File: config.mk
export PLATFORM = sky130hd
export DESIGN_NAME = sched_encoder_32to5_flat
export DESIGN_NICKNAME = d
export VERILOG_FILES = /design/src/rtl/sched_encoder_32to5_pkg.sv /design/src/rtl/sched_encoder_32to5_if.sv /design/src/rtl/sched_encoder_32to5_prio.sv /design/src/rtl/sched_encoder_32to5.sv /design/src/flat_wrapper.sv
export SDC_FILE = /design/constraint.sdc
export NUM_CORES = 1
export LEC_CHECK = 0
export BUFFER_PORTS_ARGS = -buffer_cell sky130_fd_sc_hd__buf_2
export CAP_MARGIN = 20
export CORE_MARGIN = 1
export CORE_UTILIZATION = 50
export CTS_CLUSTER_SIZE = 40
export DETAILED_ROUTE_END_ITERATION = 8
export PLACE_DENSITY = 0.87
export SYNTH_ARGS = -nofsm -noshare
export SYNTH_HDL_FRONTEND = slang
export SYNTH_SLANG_ARGS = --single-unit
File: constraint.sdc
create_clock -name clk -period 3.2 [get_ports clk]
set_input_delay 0 -clock clk [delete_from_list [all_inputs] [get_ports clk]]
set_output_delay 0 -clock clk [all_outputs]
set_load 0.05 [all_outputs]
File: src/rtl/sched_encoder_32to5_pkg.sv
// Shared widths, state encoding and helper functions for the 32-to-5 scheduling encoder.
// SCHED_ENC_COUNT_EN adds the popcount helper used by the optional remaining-count output.
package sched_enc_pkg;

    localparam int VEC_W = 32;
    localparam int IDX_W = 5;
    localparam int CNT_W = 6;
    localparam int GRP_N = 4;

    typedef enum logic {
        IDLE = 1'b0,
        SCAN = 1'b1
    } state_t;

    // 8-to-3 priority encode; a zero input yields 0.
    function automatic logic [2:0] enc8(input logic [7:0] v, input bit low_first);
        logic [2:0] r;
        r = '0;
        if (low_first) begin
            for (int j = 7; j >= 0; j--) begin
                if (v[j]) r = 3'(j);
            end
        end else begin
            for (int j = 0; j < 8; j++) begin
                if (v[j]) r = 3'(j);
            end
        end
        return r;
    endfunction

`ifdef SCHED_ENC_COUNT_EN
    function automatic logic [CNT_W-1:0] popcount(input logic [0:VEC_W-1] v);
        logic [CNT_W-1:0] c;
        c = '0;
        for (int i = 0; i < VEC_W; i++) begin
            c = c + {{(CNT_W-1){1'b0}}, v[i]};
        end
        return c;
    endfunction
`endif

endpackage

File: src/rtl/sched_encoder_32to5_if.sv
// Load/drain handshake bundle of the scheduling encoder.
// SCHED_ENC_COUNT_EN adds the cnt signal.
interface sched_encoder_32to5_if;
    import sched_enc_pkg::*;

    logic               load_valid;
    logic               load_ready;
    logic [0:VEC_W-1]   load_vec;
    logic               idx_valid;
    logic               idx_ready;
    logic [0:IDX_W-1]   idx;
    logic               idx_last;
    logic               done;
    logic               busy;
`ifdef SCHED_ENC_COUNT_EN
    logic [0:CNT_W-1]   cnt;
`endif

    modport master (
        output load_valid, load_vec, idx_ready,
        input  load_ready, idx_valid, idx, idx_last, done, busy
`ifdef SCHED_ENC_COUNT_EN
        , input cnt
`endif
    );

    modport slave (
        input  load_valid, load_vec, idx_ready,
        output load_ready, idx_valid, idx, idx_last, done, busy
`ifdef SCHED_ENC_COUNT_EN
        , output cnt
`endif
    );

endinterface

File: src/rtl/sched_encoder_32to5_prio.sv
// Combinational 32-to-5 priority encoder: four 8-to-3 group encoders plus a 4-way
// group select, the mirror image of the 5-to-32 decode tree.
module prio_enc_32to5
    import sched_enc_pkg::*;
#(
    parameter bit LOW_FIRST = 1'b1
) (
    input  logic [0:VEC_W-1] vec,
    output logic [0:IDX_W-1] idx,
    output logic             any,
    output logic             one_hot
);

    logic [GRP_N-1:0]        g_any;
    logic [GRP_N-1:0]        g_multi;
    logic [GRP_N-1:0][2:0]   g_idx;
    logic [1:0]              gsel;

    for (genvar g = 0; g < GRP_N; g++) begin : g_grp
        logic [7:0] v8;
        always_comb begin
            v8 = '0;
            for (int j = 0; j < 8; j++) v8[j] = vec[8*g+j];
        end
        assign g_any[g]   = |v8;
        // v & (v-1) keeps anything beyond the lowest set bit
        assign g_multi[g] = |(v8 & (v8 - 8'd1));
        assign g_idx[g]   = enc8(v8, LOW_FIRST);
    end

    always_comb begin
        gsel = '0;
        if (LOW_FIRST) begin
            for (int g = GRP_N-1; g >= 0; g--) begin
                if (g_any[g]) gsel = 2'(g);
            end
        end else begin
            for (int g = 0; g < GRP_N; g++) begin
                if (g_any[g]) gsel = 2'(g);
            end
        end
    end

    assign idx     = {gsel, g_idx[gsel]};
    assign any     = |g_any;
    assign one_hot = $onehot(g_any) && !(|g_multi);

endmodule

File: src/rtl/sched_encoder_32to5.sv
// Sequential 32-to-5 encoder: captures a request vector, then hands out one set-bit
// index per handshake in fixed priority order. SCHED_ENC_COUNT_EN adds the cnt output.
module sched_encoder_32to5
    import sched_enc_pkg::*;
#(
    parameter bit LOW_FIRST = 1'b1
) (
    input  logic                  clk,
    input  logic                  reset,
    sched_encoder_32to5_if.slave  bus
);

    state_t             state, state_nxt;
    logic [0:VEC_W-1]   pending, pending_nxt;
    logic               done_r, done_nxt;

    logic [0:IDX_W-1]   enc_idx;
    logic               enc_any;
    logic               enc_one;
    logic               idx_valid;
    logic               idx_last;
    logic               fire;

    prio_enc_32to5 #(.LOW_FIRST(LOW_FIRST)) u_prio (
        .vec     (pending),
        .idx     (enc_idx),
        .any     (enc_any),
        .one_hot (enc_one)
    );

    // Outputs depend only on registered state, so load_* never reaches idx_*.
    assign idx_valid      = (state == SCAN) && enc_any;
    assign idx_last       = idx_valid && enc_one;
    assign fire           = idx_valid && bus.idx_ready;

    assign bus.load_ready = (state == IDLE);
    assign bus.idx_valid  = idx_valid;
    assign bus.idx        = enc_idx;
    assign bus.idx_last   = idx_last;
    assign bus.done       = done_r;
    assign bus.busy       = (state == SCAN);

`ifdef SCHED_ENC_COUNT_EN
    logic [CNT_W-1:0] cnt_r, cnt_nxt;
    assign bus.cnt = cnt_r;
`endif

    always_comb begin
        state_nxt   = state;
        pending_nxt = pending;
        done_nxt    = 1'b0;
`ifdef SCHED_ENC_COUNT_EN
        cnt_nxt     = cnt_r;
`endif
        case (state)
            IDLE: begin
                if (bus.load_valid) begin
`ifdef SCHED_ENC_COUNT_EN
                    cnt_nxt = popcount(bus.load_vec);
`endif
                    if (|bus.load_vec) begin
                        pending_nxt = bus.load_vec;
                        state_nxt   = SCAN;
                    end else begin
                        done_nxt    = 1'b1;
                    end
                end
            end
            SCAN: begin
                if (fire) begin
                    pending_nxt[enc_idx] = 1'b0;
`ifdef SCHED_ENC_COUNT_EN
                    cnt_nxt = cnt_r - 1'b1;
`endif
                    if (idx_last) begin
                        state_nxt = IDLE;
                        done_nxt  = 1'b1;
                    end
                end
            end
            default: state_nxt = IDLE;
        endcase
    end

    always_ff @(posedge clk) begin
        if (reset) begin
            state   <= IDLE;
            pending <= '0;
            done_r  <= 1'b0;
`ifdef SCHED_ENC_COUNT_EN
            cnt_r   <= '0;
`endif
        end else begin
            state   <= state_nxt;
            pending <= pending_nxt;
            done_r  <= done_nxt;
`ifdef SCHED_ENC_COUNT_EN
            cnt_r   <= cnt_nxt;
`endif
        end
    end

endmodule

File: src/flat_wrapper.sv
// flat-port wrapper written by rule: the top's interface ports become plain ports
module sched_encoder_32to5_flat import sched_enc_pkg::*;
#(
    parameter bit LOW_FIRST = 1'b1
)
  (clk, reset, bus_load_valid, bus_load_vec, bus_idx_ready, bus_load_ready, bus_idx_valid, bus_idx, bus_idx_last, bus_done, bus_busy);
  sched_encoder_32to5_if bus_i ();
  input  logic clk;
  input  logic reset;
  input wire logic [$bits(bus_i.load_valid)-1:0] bus_load_valid;
  input wire logic [$bits(bus_i.load_vec)-1:0] bus_load_vec;
  input wire logic [$bits(bus_i.idx_ready)-1:0] bus_idx_ready;
  output wire logic [$bits(bus_i.load_ready)-1:0] bus_load_ready;
  output wire logic [$bits(bus_i.idx_valid)-1:0] bus_idx_valid;
  output wire logic [$bits(bus_i.idx)-1:0] bus_idx;
  output wire logic [$bits(bus_i.idx_last)-1:0] bus_idx_last;
  output wire logic [$bits(bus_i.done)-1:0] bus_done;
  output wire logic [$bits(bus_i.busy)-1:0] bus_busy;
  assign bus_i.load_valid = bus_load_valid;
  assign bus_i.load_vec = bus_load_vec;
  assign bus_i.idx_ready = bus_idx_ready;
  assign bus_load_ready = bus_i.load_ready;
  assign bus_idx_valid = bus_i.idx_valid;
  assign bus_idx = bus_i.idx;
  assign bus_idx_last = bus_i.idx_last;
  assign bus_done = bus_i.done;
  assign bus_busy = bus_i.busy;
  sched_encoder_32to5 #(.LOW_FIRST(LOW_FIRST)) u_core (.clk(clk), .reset(reset), .bus(bus_i));
endmodule
==> results.yml <==
placement:
  place.gp.congestion: 0.990
  dp_hpwl_mm: 5.99
  dp_slack_ns: 0.0912
  port_buffers: 45
final_layout:
  drive_gt1_share_pct: 29.3
  multi_input_area_mm2: 0.00177
  final_common_cell: "buf_2"
  regArea_um2: 687
  area_delta_synth_final_pct: 21.3
  antenna_cells: 0
  fill_cells: 455
  fin_util_pct: 62.8
  most-common-layout-cells: "44 x buf_2, 31 x buf_4, 31 x dfxtp_1"
  nets: 428
sta:
  clock.fmax_ghz: 0.306
  fin_crit_sh_pct: 102
  rsz0062_at_grt: "true"
  fin_crit_ns: 3.27
  finalHoldViolCount: 0
  slew_headroom_pct: 39.3
  whs_ns: 0.0143
  tightestPinTransition_ns: 0.907
  finalSetupViolations: 1
  skew_ns: 0.00515
  setup_ws_ns: -0.0672
  drv_slew: 0
global_route:
  grt_pass1_wl_mm: 13.7
  grt_pass1_vias: 2759
  grt_start_max_net_pins: 36
  antenna_found_initial: 0
  grt.overflow.total: 0
  grt.total_usage_pct: 32.7
drt:
  vias: 3011
  drc: 0
  drtAntennaViolNets: 0
  routed_wire_length_per_instance_um: 18.3
  first_iter_violations: 431
  via_per_inst: 6.56
  drt_wl_total_mm: 8.41
  first_pass_iters: 5
yosys:
  synth_cells: 334
  async_flop_share_pct: 0
  synth_ff_type: "dfxtp_1"
  yosysSeqAreaShare_pct: 25.9
  synth_edf_count: 0
  synth_nets: 374
  yosys.area.top_type: "dfxtp_1"
  synth_top_area_share_pct: 25.9
  syn_area_mm2: 0.00263
  yosysUniqueCellTypes: 57
  synth.avg_cell_area_um2: 7.87
  synthTopCellsByArea: "dfxtp_1 26%, nand3_1 4.9%, o211ai_1 4.9%"
  synth_seq_cells: 34
  yosysWarnings: 0
worst_setup_path:
  end_kind: "output pin"
  path_max_fanout: 3
  regToRegSetupSlack_ns: 0.03
  crit_type: "reg -> out"
  reg2regPathDepth: 13
  required_ns: 3.20
  crit_arrival_ns: 3.27
  r2r_start: "u_core.pending[24]"
  timing.rr.end: "u_core.bus.busy"
  critPathLaunchType: "flip-flop"
die:
  die_w_um: 74.5
  dieArea_mm2: 0.00555
  fp.dieH_um: 74.5
  core_mm2: 0.00507
  num_rows: 26
  start_util_pct: 51.8
  io_pins: 46
run_status:
  status: "complete, but fails checks"
  violations: "setup timing"
min_path:
  hold_end: "u_core.pending[14]"
  min_path_type: "in -> reg"
  holdPathStages: 3
  hold_start: "bus_load_vec[17]"
clock_network:
  cts_tree: "yes"
  cts_buffers: 5
  cts_sinks: 34
  htreeDepth: 2
  clock_latency_ns: 0.29
  cts-root-buf: "clkbuf_8"
  clkTransAtPathRegs_ns: 0.07
  cts_max_path_buffers: 2
job:
  max_cap_violations: 0
power_and_ir_drop:
  leakagePower_nw: 1.20
  ir_drop_mv: 0.312
  p_per_area_mw_per_mm2: 537
-- worst max-delay path, stage by stage (launching register included) --
cell and delay (ns):
dfxtp_2 0.34, nor4_4 0.30, and3_4 0.25, inv_4 0.04
fa_1 0.54, ha_2 0.19, ha_4 0.19, nor2_1 0.08
nand3_1 0.07, nor4_1 0.19, nand4_1 0.18, a2111oi_4 0.39
buf_6 0.22
-- registers in the layout (all words and copies together), names as in the netlist --
name,flops
u_core.bus.busy,1
u_core.bus.done,1
u_core.pending,32
-- layout make-up --
cell class,count,area share [%]
Multi-Input combinational cell,257,55.5
Timing Repair Buffer,78,15.2
Sequential cell,34,21.5
Inverter,12,1.73
Clock buffer,7,2.39
Clock inverter,1,0.942
Tap cell,70,2.75
-- synth_stat cells, types with 4 or more instances --
master / instances
o311ai_1: 8
buf_6: 5
o21ai_1: 12
nor4_2: 6
nand2_1: 25
buf_2: 7
o211ai_1: 17
nor4_1: 10
a21oi_1: 19
nor3_1: 8
nor2_1: 15
a22oi_1: 13
clkbuf_1: 12
inv_1: 7
a31oi_1: 11
nor2b_1: 4
dfxtp_1: 34
o21ai_0: 16
a21boi_0: 13
nand3_1: 26
o22a_1: 4
-- worst max-delay path by stage --
stage | start | endpoint | cells past startpoint
after floorplan | u_core.pending[25] | u_core.bus.busy | 15
after global routing | u_core.pending[27] | bus_idx_last | 12
final | u_core.pending[24] | bus_idx_last | 12
after global placement | u_core.pending[27] | u_core.bus.busy | 13
after CTS | u_core.pending[27] | bus_idx_last | 12
after detailed placement | u_core.pending[27] | u_core.bus.busy | 13
-- where the power goes --
group	internal [W]	leakage, nW	total (W)	switching (W)
sequential	0.000455	0.280	0.000501	0.0000458
combinational	0.000289	0.870	0.000815	0.000526
clock	0.000233	0.0524	0.000396	0.000163
total	0.000978	1.20	0.00171	0.000735
-- what timing repair did --
item / CTS / global route
endpoints found under the hold margin: 2 / 0
setup buffers: 1 / 4
gates resized for setup: 3 / 6
endpoints found under the setup margin: 1 / 3
pin swaps: 1 / 6
hold buffers: 2 / 0
-- per-layer routing --
metal	vias to the layer above	global-route usage, %	wire length, um
li1	1407	-	-
met4	0	13.8	231
met1	1409	42.3	3330
met3	25	7.18	801
met5	-	0	0
met2	170	52.7	4050
-- cells by family (layout without fill, tap and decap cells) --
logic type               count (synthesis)  count (layout)  synth area share, %
flip-flops                              34              34                 25.9
AO/OA/AOI/OAI                          141             141                 39.0
adder cells (fa/ha/maj)                  4               4                 2.19
AND/OR/NAND/NOR                        112             112                 23.5
buffers and inverters                   43              98                 9.37
-- stage by stage --
stage	TNS [ns]	cell area, um^2	power [W]	instances
6_report	-0.0672	3190	0.00171	459
5_1_grt	-0.173	3190	0.00179	459
4_1_cts	-0.00806	3140	0.00167	455
3_5_place_dp	0	2990	0.00126	444
3_3_place_gp	0	2990	0.00125	444
2_1_floorplan	-0.498	2700	0.00110	334
No activity file was read; power rests on OpenSTA's default activity.
